===== src/rtl/rv_msg_arb_pkg.sv =====
// Shared types and widths for the message-framed round-robin arbiter.
package rv_msg_arb_pkg;

  localparam int HDR_W     = 8;
  localparam int MSG_CNT_W = 16;

  typedef enum logic [1:0] {
    IDLE,
    HDR,
    PAYLOAD
  } arb_state_t;

endpackage


===== src/rtl/rr_arbiter.sv =====
// Combinational round-robin search: first requesting port above last_gnt, wrapping.
module rr_arbiter #(
  parameter int N_PORTS = 2
) (
  input  logic [N_PORTS-1:0] req,
  input  logic [2:0]         last_gnt,
  output logic               gnt_valid,
  output logic [2:0]         gnt_idx
);

  logic [7:0]         req_pad;
  logic [2:0]         rot_idx [N_PORTS];
  logic [N_PORTS-1:0] rot_req;

  always_comb begin
    req_pad                = '0;
    req_pad[N_PORTS-1:0]   = req;
  end

  // Slot gi holds the port that sits gi+1 positions after last_gnt.
  genvar gi;
  generate
    for (gi = 0; gi < N_PORTS; gi++) begin : g_rot
      logic [3:0] sum;
      assign sum          = {1'b0, last_gnt} + 4'(gi + 1);
      assign rot_idx[gi]  = (sum >= 4'(N_PORTS)) ? 3'(sum - 4'(N_PORTS)) : sum[2:0];
      assign rot_req[gi]  = req_pad[rot_idx[gi]];
    end
  endgenerate

  always_comb begin
    gnt_valid = 1'b0;
    gnt_idx   = '0;
    for (int k = N_PORTS - 1; k >= 0; k--) begin
      if (rot_req[k]) begin
        gnt_valid = 1'b1;
        gnt_idx   = rot_idx[k];
      end
    end
  end

endmodule


===== src/rtl/rv_msg_arbiter.sv =====
// Round-robin arbiter for length-prefixed byte messages; grant is held
// from header through the last payload byte.
module rv_msg_arbiter
  import rv_msg_arb_pkg::*;
#(
  parameter int N_PORTS    = 2,
  parameter int DATA_WIDTH = 8
) (
  input  logic                          clock,
  input  logic                          reset,
  input  logic [N_PORTS*DATA_WIDTH-1:0] t_dat,
  input  logic [N_PORTS-1:0]            t_valid,
  output logic [N_PORTS-1:0]            t_ready,
  output logic [DATA_WIDTH-1:0]         i_dat,
  output logic                          i_valid,
  input  logic                          i_ready,
  output logic                          busy,
  output logic [2:0]                    gnt_id,
  output logic [MSG_CNT_W-1:0]          msg_count
);

  arb_state_t           state_reg, state_next;
  logic [HDR_W-1:0]     remaining_reg, remaining_next;
  logic [2:0]           gnt_reg, gnt_next;
  logic [2:0]           last_gnt_reg, last_gnt_next;
  logic [MSG_CNT_W-1:0] msg_count_reg, msg_count_next;

  logic [DATA_WIDTH-1:0] lane_dat [8];
  logic [7:0]            lane_valid;
  logic [DATA_WIDTH-1:0] sel_dat;
  logic                  sel_valid;
  logic                  arb_valid;
  logic [2:0]            arb_idx;
  logic                  hs;

  // Pad lanes to 8 so a 3-bit grant index always addresses a real entry.
  genvar gi;
  generate
    for (gi = 0; gi < 8; gi++) begin : g_lane
      if (gi < N_PORTS) begin : g_used
        assign lane_dat[gi]   = t_dat[gi*DATA_WIDTH +: DATA_WIDTH];
        assign lane_valid[gi] = t_valid[gi];
      end else begin : g_unused
        assign lane_dat[gi]   = '0;
        assign lane_valid[gi] = 1'b0;
      end
    end
    for (gi = 0; gi < N_PORTS; gi++) begin : g_ready
      assign t_ready[gi] = busy && (gnt_reg == 3'(gi)) && i_ready;
    end
  endgenerate

  rr_arbiter #(
    .N_PORTS (N_PORTS)
  ) u_rr_arbiter (
    .req       (t_valid),
    .last_gnt  (last_gnt_reg),
    .gnt_valid (arb_valid),
    .gnt_idx   (arb_idx)
  );

  assign sel_dat   = lane_dat[gnt_reg];
  assign sel_valid = lane_valid[gnt_reg];
  assign busy      = (state_reg != IDLE);
  assign i_valid   = busy && sel_valid;
  assign i_dat     = busy ? sel_dat : '0;
  assign hs        = i_valid && i_ready;
  assign gnt_id    = gnt_reg;
  assign msg_count = msg_count_reg;

  always_comb begin
    logic msg_done;
    msg_done       = 1'b0;
    state_next     = state_reg;
    remaining_next = remaining_reg;
    gnt_next       = gnt_reg;
    last_gnt_next  = last_gnt_reg;
    msg_count_next = msg_count_reg;
    case (state_reg)
      IDLE: begin
        if (arb_valid) begin
          gnt_next   = arb_idx;
          state_next = HDR;
        end
      end
      HDR: begin
        if (hs) begin
          remaining_next = sel_dat[HDR_W-1:0];
          if (sel_dat[HDR_W-1:0] == '0) begin
            msg_done   = 1'b1;
            state_next = IDLE;
          end else begin
            state_next = PAYLOAD;
          end
        end
      end
      PAYLOAD: begin
        if (hs) begin
          remaining_next = remaining_reg - HDR_W'(1);
          if (remaining_reg == HDR_W'(1)) begin
            msg_done   = 1'b1;
            state_next = IDLE;
          end
        end
      end
      default: state_next = IDLE;
    endcase
    if (msg_done) begin
      last_gnt_next  = gnt_reg;
      msg_count_next = msg_count_reg + MSG_CNT_W'(1);
    end
  end

  always_ff @(posedge clock or posedge reset) begin
    if (reset) begin
      state_reg     <= IDLE;
      remaining_reg <= '0;
      gnt_reg       <= '0;
      last_gnt_reg  <= 3'(N_PORTS - 1);
      msg_count_reg <= '0;
    end else begin
      state_reg     <= state_next;
      remaining_reg <= remaining_next;
      gnt_reg       <= gnt_next;
      last_gnt_reg  <= last_gnt_next;
      msg_count_reg <= msg_count_next;
    end
  end

endmodule


===== config.mk =====
export PLATFORM = sky130hd
export DESIGN_NAME = rv_msg_arbiter
export DESIGN_NICKNAME = d
export VERILOG_FILES = /design/src/rtl/rv_msg_arb_pkg.sv /design/src/rtl/rr_arbiter.sv /design/src/rtl/rv_msg_arbiter.sv
export SDC_FILE = /design/constraint.sdc
export NUM_CORES = 1
export LEC_CHECK = 0
export CAP_MARGIN = 20
export CORE_MARGIN = 2
export CORE_UTILIZATION = 40
export CTS_CLUSTER_SIZE = 12
export DETAILED_ROUTE_END_ITERATION = 7
export DONT_BUFFER_PORTS = 1
export GPL_ROUTABILITY_DRIVEN = 1
export PLACE_DENSITY = 0.62
export SLEW_MARGIN = 20
export SYNTH_ARGS = -nofsm -noshare
export SYNTH_HDL_FRONTEND = slang
export SYNTH_HIERARCHICAL = 1
export SYNTH_SLANG_ARGS = --single-unit

===== constraint.sdc =====
create_clock -name clock -period 3.54 [get_ports clock]
set_input_delay 0.708 -clock clock [delete_from_list [all_inputs] [get_ports clock]]
set_output_delay 0.708 -clock clock [all_outputs]
set_load 0.005 [all_outputs]

## Yosys cells after proc, flatten, opt, wreduce, memory -nomap -nowiden

Index checks and enable logic that the tools add are counted.
Widths: inputs -> output; s select.

| word-level totals | value |
|---|---|
| flip-flop bits (word level) | 32 |
| input port bits | 21 |

| cells by class | value |
|---|---|
| bitwise logic cells | 1 |
| multiplexer cells | 30 |
| reductions and logical operators | 14 |
| $add $sub $neg | 6 |
| magnitude comparators | 6 |
| eq/ne operators | 8 |

Operator list:

| cell | number |
|---|---|
| $mux 8 | 5 |
| $bmux 8 s3 | 1 |
| $add 16x1->16 const B | 1 |
| $pmux 8 s2 | 1 |
| $lt 3x4->1 const B | 3 |
| $mux 3 | 4 |
| $mux 2 | 5 |
| $bmux 1 s3 | 3 |
| $mux 1 | 9 |
| $eq 8x1->1 const B | 1 |
| $ge 4x2->1 const B | 2 |
| $logic_not 8->1 | 1 |
| $ne 2x2->1 const B | 4 |
| $sub 8x1->8 const B | 1 |
| $logic_and 1x1->1 | 6 |
| $pmux 2 s3 | 1 |
| $sub 3x2->3 const B | 2 |
| $add 3x1->4 const B | 1 |
| $add 3x2->4 const B | 1 |
| $ge 4x4->1 const B | 1 |
| $not 3->4 | 1 |
| $reduce_and 4->1 | 1 |
| $reduce_bool 2->1 | 2 |
| $eq 3x1->1 const B | 1 |
| other kinds (7) | 7 |

## Logic depth before layout (Yosys ltp)

Gate-level depths: netlist of the first run.

| depth | value |
|---|---|
| word-level depth | 9 |
| mapped depth | 9 |

## Hierarchy

The synthesis of the first run kept the hierarchy.

By module, submodules not included:

| module | area each (um^2) | instances | cells each | sequential area each (um^2) |
|---|---|---|---|---|
| rv_msg_arbiter | 2039.5 | 1 | 197 | 802.0 |
| rr_arbiter | 200.2 | 1 | 25 | 0.0 |

## Least setup slack after synthesis of the first run

No wires, ideal clock.

| path | value |
|---|---|
| path kind | register to register |
| start | register last_gnt_reg[0] |
| end | register gnt_reg[0] (netlist: gnt_id[0]) |
| cell stages (with the launch flop) | 9 |
| setup slack | 1.439 ns |
| buffers on the path | 0 |
| required time | 3.415 ns |
| data arrival time | 1.976 ns |
| cells stage by stage | dfstp_2 -> inv_1 -> ha_1 -> nor3b_2 -> xnor2_1 -> or3_1 -> o21ai_0 -> nand2_1 -> mux2_2 |

| on the way | value |
|---|---|
| word-level cells in the longest chain between the ends | 8 |
| elaborated cells between the ends (all ways) | 17 |
| classes of those cells | add/sub: 4; order compare: 2; mux: 10; reduce/logical: 1 |

RTL lines:

| item | line | text |
|---|---|---|
| from (decl) | rv_msg_arbiter.sv:25 | `logic [2:0] last_gnt_reg, last_gnt_next;` |
| from (signal assigned) | rv_msg_arbiter.sv:119 | `last_gnt_reg <= 3'(N_PORTS - 1);` |
| from (signal assigned) | rv_msg_arbiter.sv:125 | `last_gnt_reg <= last_gnt_next;` |
| $add 3x2->4 | rr_arbiter.sv:25 | `assign sum = {1'b0, last_gnt} + 4'(gi + 1);` |
| $ge 4x2->1 or $sub 3x2->3 (tied branches) | rr_arbiter.sv:26 | `assign rot_idx[gi] = (sum >= 4'(N_PORTS)) ? 3'(sum - 4'(N_PORTS)) : sum[2:0];` |
| $mux 3 | rr_arbiter.sv:26 |  |
| $bmux 1 s3 | rr_arbiter.sv:27 | `assign rot_req[gi] = req_pad[rot_idx[gi]];` |
| $mux 1 (not written as such) | rr_arbiter.sv:27 |  |
| $mux 1 | rr_arbiter.sv:35 | `if (rot_req[k]) begin` |
| $mux 1 * | rr_arbiter.sv:35 |  |
| via arb_valid | rv_msg_arbiter.sv:32 | `logic arb_valid;` |
| $reduce_and 2->1 (no source line) * | n/a |  |
| to (signal assigned) | rv_msg_arbiter.sv:124 | `gnt_reg <= gnt_next;` |
| to (decl) | rv_msg_arbiter.sv:24 | `logic [2:0] gnt_reg, gnt_next;` |

The timed path passes the listed nets; every way through them passes the cells marked *. The select of a mux whose other input is x is not followed.
A chain may end at the register's enable or synchronous reset.

## Final worst setup path of the first run

| path | value |
|---|---|
| start | register gnt_reg[0] (netlist: gnt_id[0]) |
| end | register state_reg[1] |

| on the way | value |
|---|---|
| word-level cells in the longest chain between the ends | 8 |
| elaborated cells between the ends (all ways) | 15 |
| classes of those cells | eq/ne: 2; mux: 8; bitwise: 1; reduce/logical: 4 |

RTL lines:

| item | line | text |
|---|---|---|
| $not 3->4 (not written as such) | rv_msg_arbiter.sv:62 | `assign sel_dat = lane_dat[gnt_reg];` |
| $bmux 8 s3 | rv_msg_arbiter.sv:62 |  |
| $mux 8 (not written as such) (2 in series) | rv_msg_arbiter.sv:62 |  |
| $logic_not 8->1 | rv_msg_arbiter.sv:89 | `if (sel_dat[HDR_W-1:0] == '0) begin` |
| $mux 2 | rv_msg_arbiter.sv:89 |  |
| $mux 2 | rv_msg_arbiter.sv:87 | `if (hs) begin` |
| $pmux 2 s3 | rv_msg_arbiter.sv:79 | `case (state_reg)` |
| to (signal assigned) | rv_msg_arbiter.sv:122 | `state_reg <= state_next;` |
| to (decl) | rv_msg_arbiter.sv:22 | `arb_state_t state_reg, state_next;` |

Parallel ways exist; a longest one is shown, timed or not. The select of a mux whose other input is x is not followed.

==> results.toml, run 1 <==
[sta]
maxSlewViolCount = 0
setup_violations = 0
relSlewSlack_pct = 31.4
worst_pin_slew_ns = 1.03
min_period_ns = 2.50
hold_viol = 0
period_share_pct = 70.7
clock.fmax_mhz = 399
fin_setup_tns_ns = 0
rsz0062_at_grt = "no"
clock_skew_ns = 0.00753
worst_hold_slack_ns = 0.396

[power_and_ir_drop]
swShare_pct = 41.4
power_density_nw_per_um2 = 673
p_int_mw = 0.937
ir_drop_mv = 0.250
p_seq_share_pct = 37.6
p_sw_mw = 0.664
p_comb_share_pct = 40.3
clkPwrFrac_pct = 22.0
leakage_nw = 1.02

[detailed_routing]
ant_nets = 0
routed_wl_um = 4600
drt_first_iter_violations = 83
viasPerCell = 5.49
drc_errors = 0
firstDrtPassIters = 4
wl_per_cell_um = 15.7
vias = 1609

[yosys]
synth_area_leaders = "dfrtp_1 (35%), ha_1 (6.7%), xnor2_1 (5.5%), mux2i_1 (4.9%), nor2_1 (3.2%)"
avgSynthCellArea_um2 = 10.1
ys.flop_type = "dfrtp_1"
synth-edff-count = 0
yosysSeqAreaShare_pct = 35.8
synth_cell_types = 52
yosys_warnings = 6
synthMostInstantiatedCell = "dfrtp_1"
async_flop_share_pct = 100
syn_area_um2 = 2240
syn_inst = 222
synth-seq-cells = 32
yosysTopAreaCell = "dfrtp_1"
synth_top_area_share_pct = 34.6
ys_top_cells_by_count = "dfrtp_1 (31), nor2_1 (19), inv_1 (14), xnor2_1 (14), ha_1 (12)"

[place]
dp_hpwl_um = 3320
place.gp.congestion = 0.784
place_area_um2 = 2270
portBuffers = 0

[critical_path]
critPathMaxFanout = 19
worstPathArrival_ns = 2.68
critPathKind = "reg -> reg"
start_kind = "flip-flop"
endpoint_kind = "flip-flop"
crit_required_ns = 3.72

[final_layout]
design_area_um2 = 2380
diodes = 0
nets = 253
syn2layout_area_growth_pct = 6.15
largest_register_ffs = 16
nFillCells = 547
drive_gt1_share_pct = 16.3

[grt]
grt_max_degree = 33
antenna_found_initial = 0
grt_pass1_wl_um = 7600
grt_pass1_vias = 1568
grt_usage_pct = 15.5
gr-total-overflow = 0

[clock_network]
cts-hold-fix-buffers = 0
cts_buffer_depth = 2
cts_tree = "built"
cts-resized-gates = 0
numCtsBuffers = 5
cts.clk_slew.worst_paths_ns = 0.08
cts_setup_buffers = 0
clkSinkCount = 32
cts_root_buf = "clkbuf_8"
clk_latency_ns = 0.29
htree_levels = 2

[floorplan]
dieArea_um2 = 6210
core_area_um2 = 5470
rows = 27
ios = 52
dieHeight_um = 78.8
dieWidth_um = 78.8
start_util_pct = 40.9

[flow_run]
maxCapViolCount = 0

[hold_path]
min_path_type = "in -> async"

[run_status]
status = "finished clean"
## routing by layer
metal	global-route usage [%]	part of all wire [%]	wire, µm	vias to the layer above
li1	-	-	-	787
met1	19.7	45	2070	780
met2	25.5	48	2190	36
met3	4.55	6.2	284	6
met4	4.66	1.1	51	0
met5	0	0	0	-
## final cells by class
class	instances	area [µm²]	share of cell area, %
Tap cell	72	90.1	3.79
Inverter	14	52.6	2.21
Multi-Input combinational cell	166	1310	55.3
Clock buffer	5	68.8	2.89
Sequential cell	32	802	33.7
Timing Repair Buffer	1	7.51	0.316
Clock inverter	3	42.5	1.79
## power groups by stage
stage               combinational (mW)  clock, mW  sequential (mW)
floorplan                        0.603          0            0.547
global placement                 0.634          0            0.609
detailed placement               0.646          0            0.610
CTS                              0.650      0.363            0.603
global route                     0.725      0.380            0.623
finish                           0.646      0.353            0.603
## cell families after synthesis
family,share of synthesized area (%)
and+or+nand+nor,24.8
AOI/OAI and AO/OA,10.9
DFF,35.8
buffers and inverters,5.70
xor gates and xnor gates,7.65
muxes,8.27
adders and majority gates,6.70
other,0.167
## critical path: stages, from the launching register on
cell      delay, ns
dfrtp_1        0.82
mux2i_1        0.21
nand3b_4       0.22
a21oi_4        0.57
mux2_1         0.38
a22o_1         0.18
## cell usage in the layout, fill, tap and decap left out, drive strengths merged, types with 7 or more instances in the layout
cell type and count:
and3 7, dfrtp 31, ha 12, inv 14, mux2i 11, nand2 8
nand3 12, nand4 9, nor2 19, nor3 7, o21ai 13, xnor2 17
## through the flow
stage | power [mW] | std cells | utilization [%] | setup slack, ns
final | 1.60 | 293 | 43.4 | 1.04
after floorplan | 1.15 | 223 | - | 1.44
after global placement | 1.24 | 285 | 41.4 | 0.872
after CTS | 1.62 | 293 | 43.4 | 1.01
after global routing | 1.73 | 293 | 43.4 | 0.872
after detailed placement | 1.26 | 285 | 41.4 | 0.858
## path summary, 6_finish.rpt
path	start	end	slack (ns)	cells after the start
setup / recovery	gnt_id[0]	state_reg[1]	1.04	5
hold / removal	reset	remaining_reg[7]	0.40	2
setup reg to reg	gnt_id[0]	state_reg[1]	1.04	5
hold reg to reg	msg_count[15]	msg_count[15]	0.52	1
max in group asynchronous	reset	last_gnt_reg[0]	2.79	2
min in group clock	msg_count[15]	msg_count[15]	0.52	1
No activity file was read; power rests on OpenSTA's default activity.
==> run 2, diff against run 1 <==
- clock period: 3.54 -> 2.48 ns (I/O delays scaled with it)
==> run 2 against run 1 <==
Global-route usage grew 0.12 points. Core utilization grew 0.55 points. Power up 39%. Worst hold slack got worse by 0.21 ns. Sequential cell count unchanged. Wire length down 0.89%.
==> results.toml, run 2 (same netlist as run 1, synthesis figures left out) <==
[grt]
grt_usage_pct = 15.6
antenna_found_initial = 0
grt_use_met1_pct = 19.5
gr-usage-met3_pct = 3.86
grt_pass1_vias = 1624
busiest_layer = "met2"
gr-total-overflow = 0
grt_pass1_wl_um = 7590
grt_util_met2_pct = 26.2
grt_max_degree = 33

[clock_network]
cts-resized-gates = 0
numCtsBuffers = 5
clk_latency_ns = 0.28
cts-hold-fix-buffers = 0
htree_levels = 2
cts_tree = "built"
cts.clk_slew.worst_paths_ns = 0.07
clkSinkCount = 32
cts_root_buf = "clkbuf_8"
cts_setup_buffers = 0
cts_buffer_depth = 2

[run_status]
status = "finished clean"

[sta]
relSlewSlack_pct = 65.9
fin_ws_ns = 0.168
worst_hold_slack_ns = 0.187
fin_setup_tns_ns = 0
clock_skew_ns = 0.00521
period_share_pct = 93.2
rsz0062_at_grt = "no"
clock.fmax_mhz = 433
maxSlewViolCount = 0
min_period_ns = 2.31
hold_viol = 0
worst_pin_slew_ns = 0.511
setup_violations = 0

[final_layout]
design_area_um2 = 2410
syn2layout_area_growth_pct = 7.49
layout_common_cells = "dfrtp_1 (31), nor2_1 (19), inv_1 (14), xnor2_1 (14), ha_1 (12)"
fin_util_pct = 44.0
layout.cells.non_filler = 301
nFillCells = 556
largest_register_ffs = 16
nets = 261
mostFrequentLayoutCell = "dfrtp_1"
diodes = 0
drive_gt1_share_pct = 18.3

[place]
place_area_um2 = 2330
place.gp.congestion = 0.782
dp_hpwl_um = 3430
place_ws_ns = 0.226
post-place-cells = 293
portBuffers = 0

[critical_path]
start_kind = "flip-flop"
path_buf_inv = 2
critPathMaxFanout = 8
worstPathArrival_ns = 1.82
cpLargestDelayFamily = "simple AND/OR/NAND/NOR gates"
critPathKind = "reg -> out"
crit_required_ns = 1.98
critPathMaxStageDelay_ns = 0.48
path_cells = "inv_1 -> ha_1 -> buf_4 -> or3_1 -> nor2_1"
endpoint_kind = "primary output"
crit_slowest_cell = "or3_1"

[floorplan]
rows = 27
start_util_pct = 40.9
dieHeight_um = 78.8
core_area_um2 = 5470
ios = 52
dieArea_um2 = 6210
dieWidth_um = 78.8

[detailed_routing]
wl_per_cell_um = 15.1
ant_nets = 0
drt_first_iter_violations = 51
firstDrtPassIters = 4
drc_errors = 0
vias = 1656
viasPerCell = 5.50
routed_wl_um = 4560

[power_and_ir_drop]
power_density_nw_per_um2 = 923
leakage_nw = 1.05
ir_drop_mv = 0.350
fin_total_pwr_mw = 2.22

[flow_run]
maxCapViolCount = 0

[hold_path]
min_path_type = "in -> async"
## run 2: cell type report
class	instances	area (µm²)	share of cell area, %
clock inverter	1	5.00	0.208
multi-input combinational	166	1310	54.6
inverter	14	52.6	2.18
tap	72	90.1	3.74
sequential	32	802	33.3
clock buffer	7	76.3	3.17
timing repair buffer	9	67.6	2.81
## run 2: where the power goes
group | leakage, nW | internal, mW | switching (mW) | total [mW]
sequential | 0.424 | 0.647 | 0.164 | 0.810
clock | 0.0422 | 0.197 | 0.192 | 0.389
combinational | 0.586 | 0.441 | 0.580 | 1.02
## run 2: worst paths after layout
| kind | from | to | slack (ns) | cells after the start |
|---|---|---|---|---|
| min in group clock | msg_count[15] | msg_count[15] | 0.52 | 1 |
| max | state_reg[1] | i_dat[7] | 0.17 | 5 |
| max reg2reg | last_gnt_reg[0] | gnt_id[2] | 0.24 | 8 |
| max in group asynchronous | reset | last_gnt_reg[0] | 1.95 | 2 |
| min | reset | remaining_reg[6] | 0.19 | 2 |
| min reg2reg | msg_count[15] | msg_count[15] | 0.52 | 1 |
## run 2: layer usage
metal,share of wire (%),vias up
met1,44,814
met3,5.7,7
li1,-,797
met4,1.3,0
met5,0,-
met2,49,38
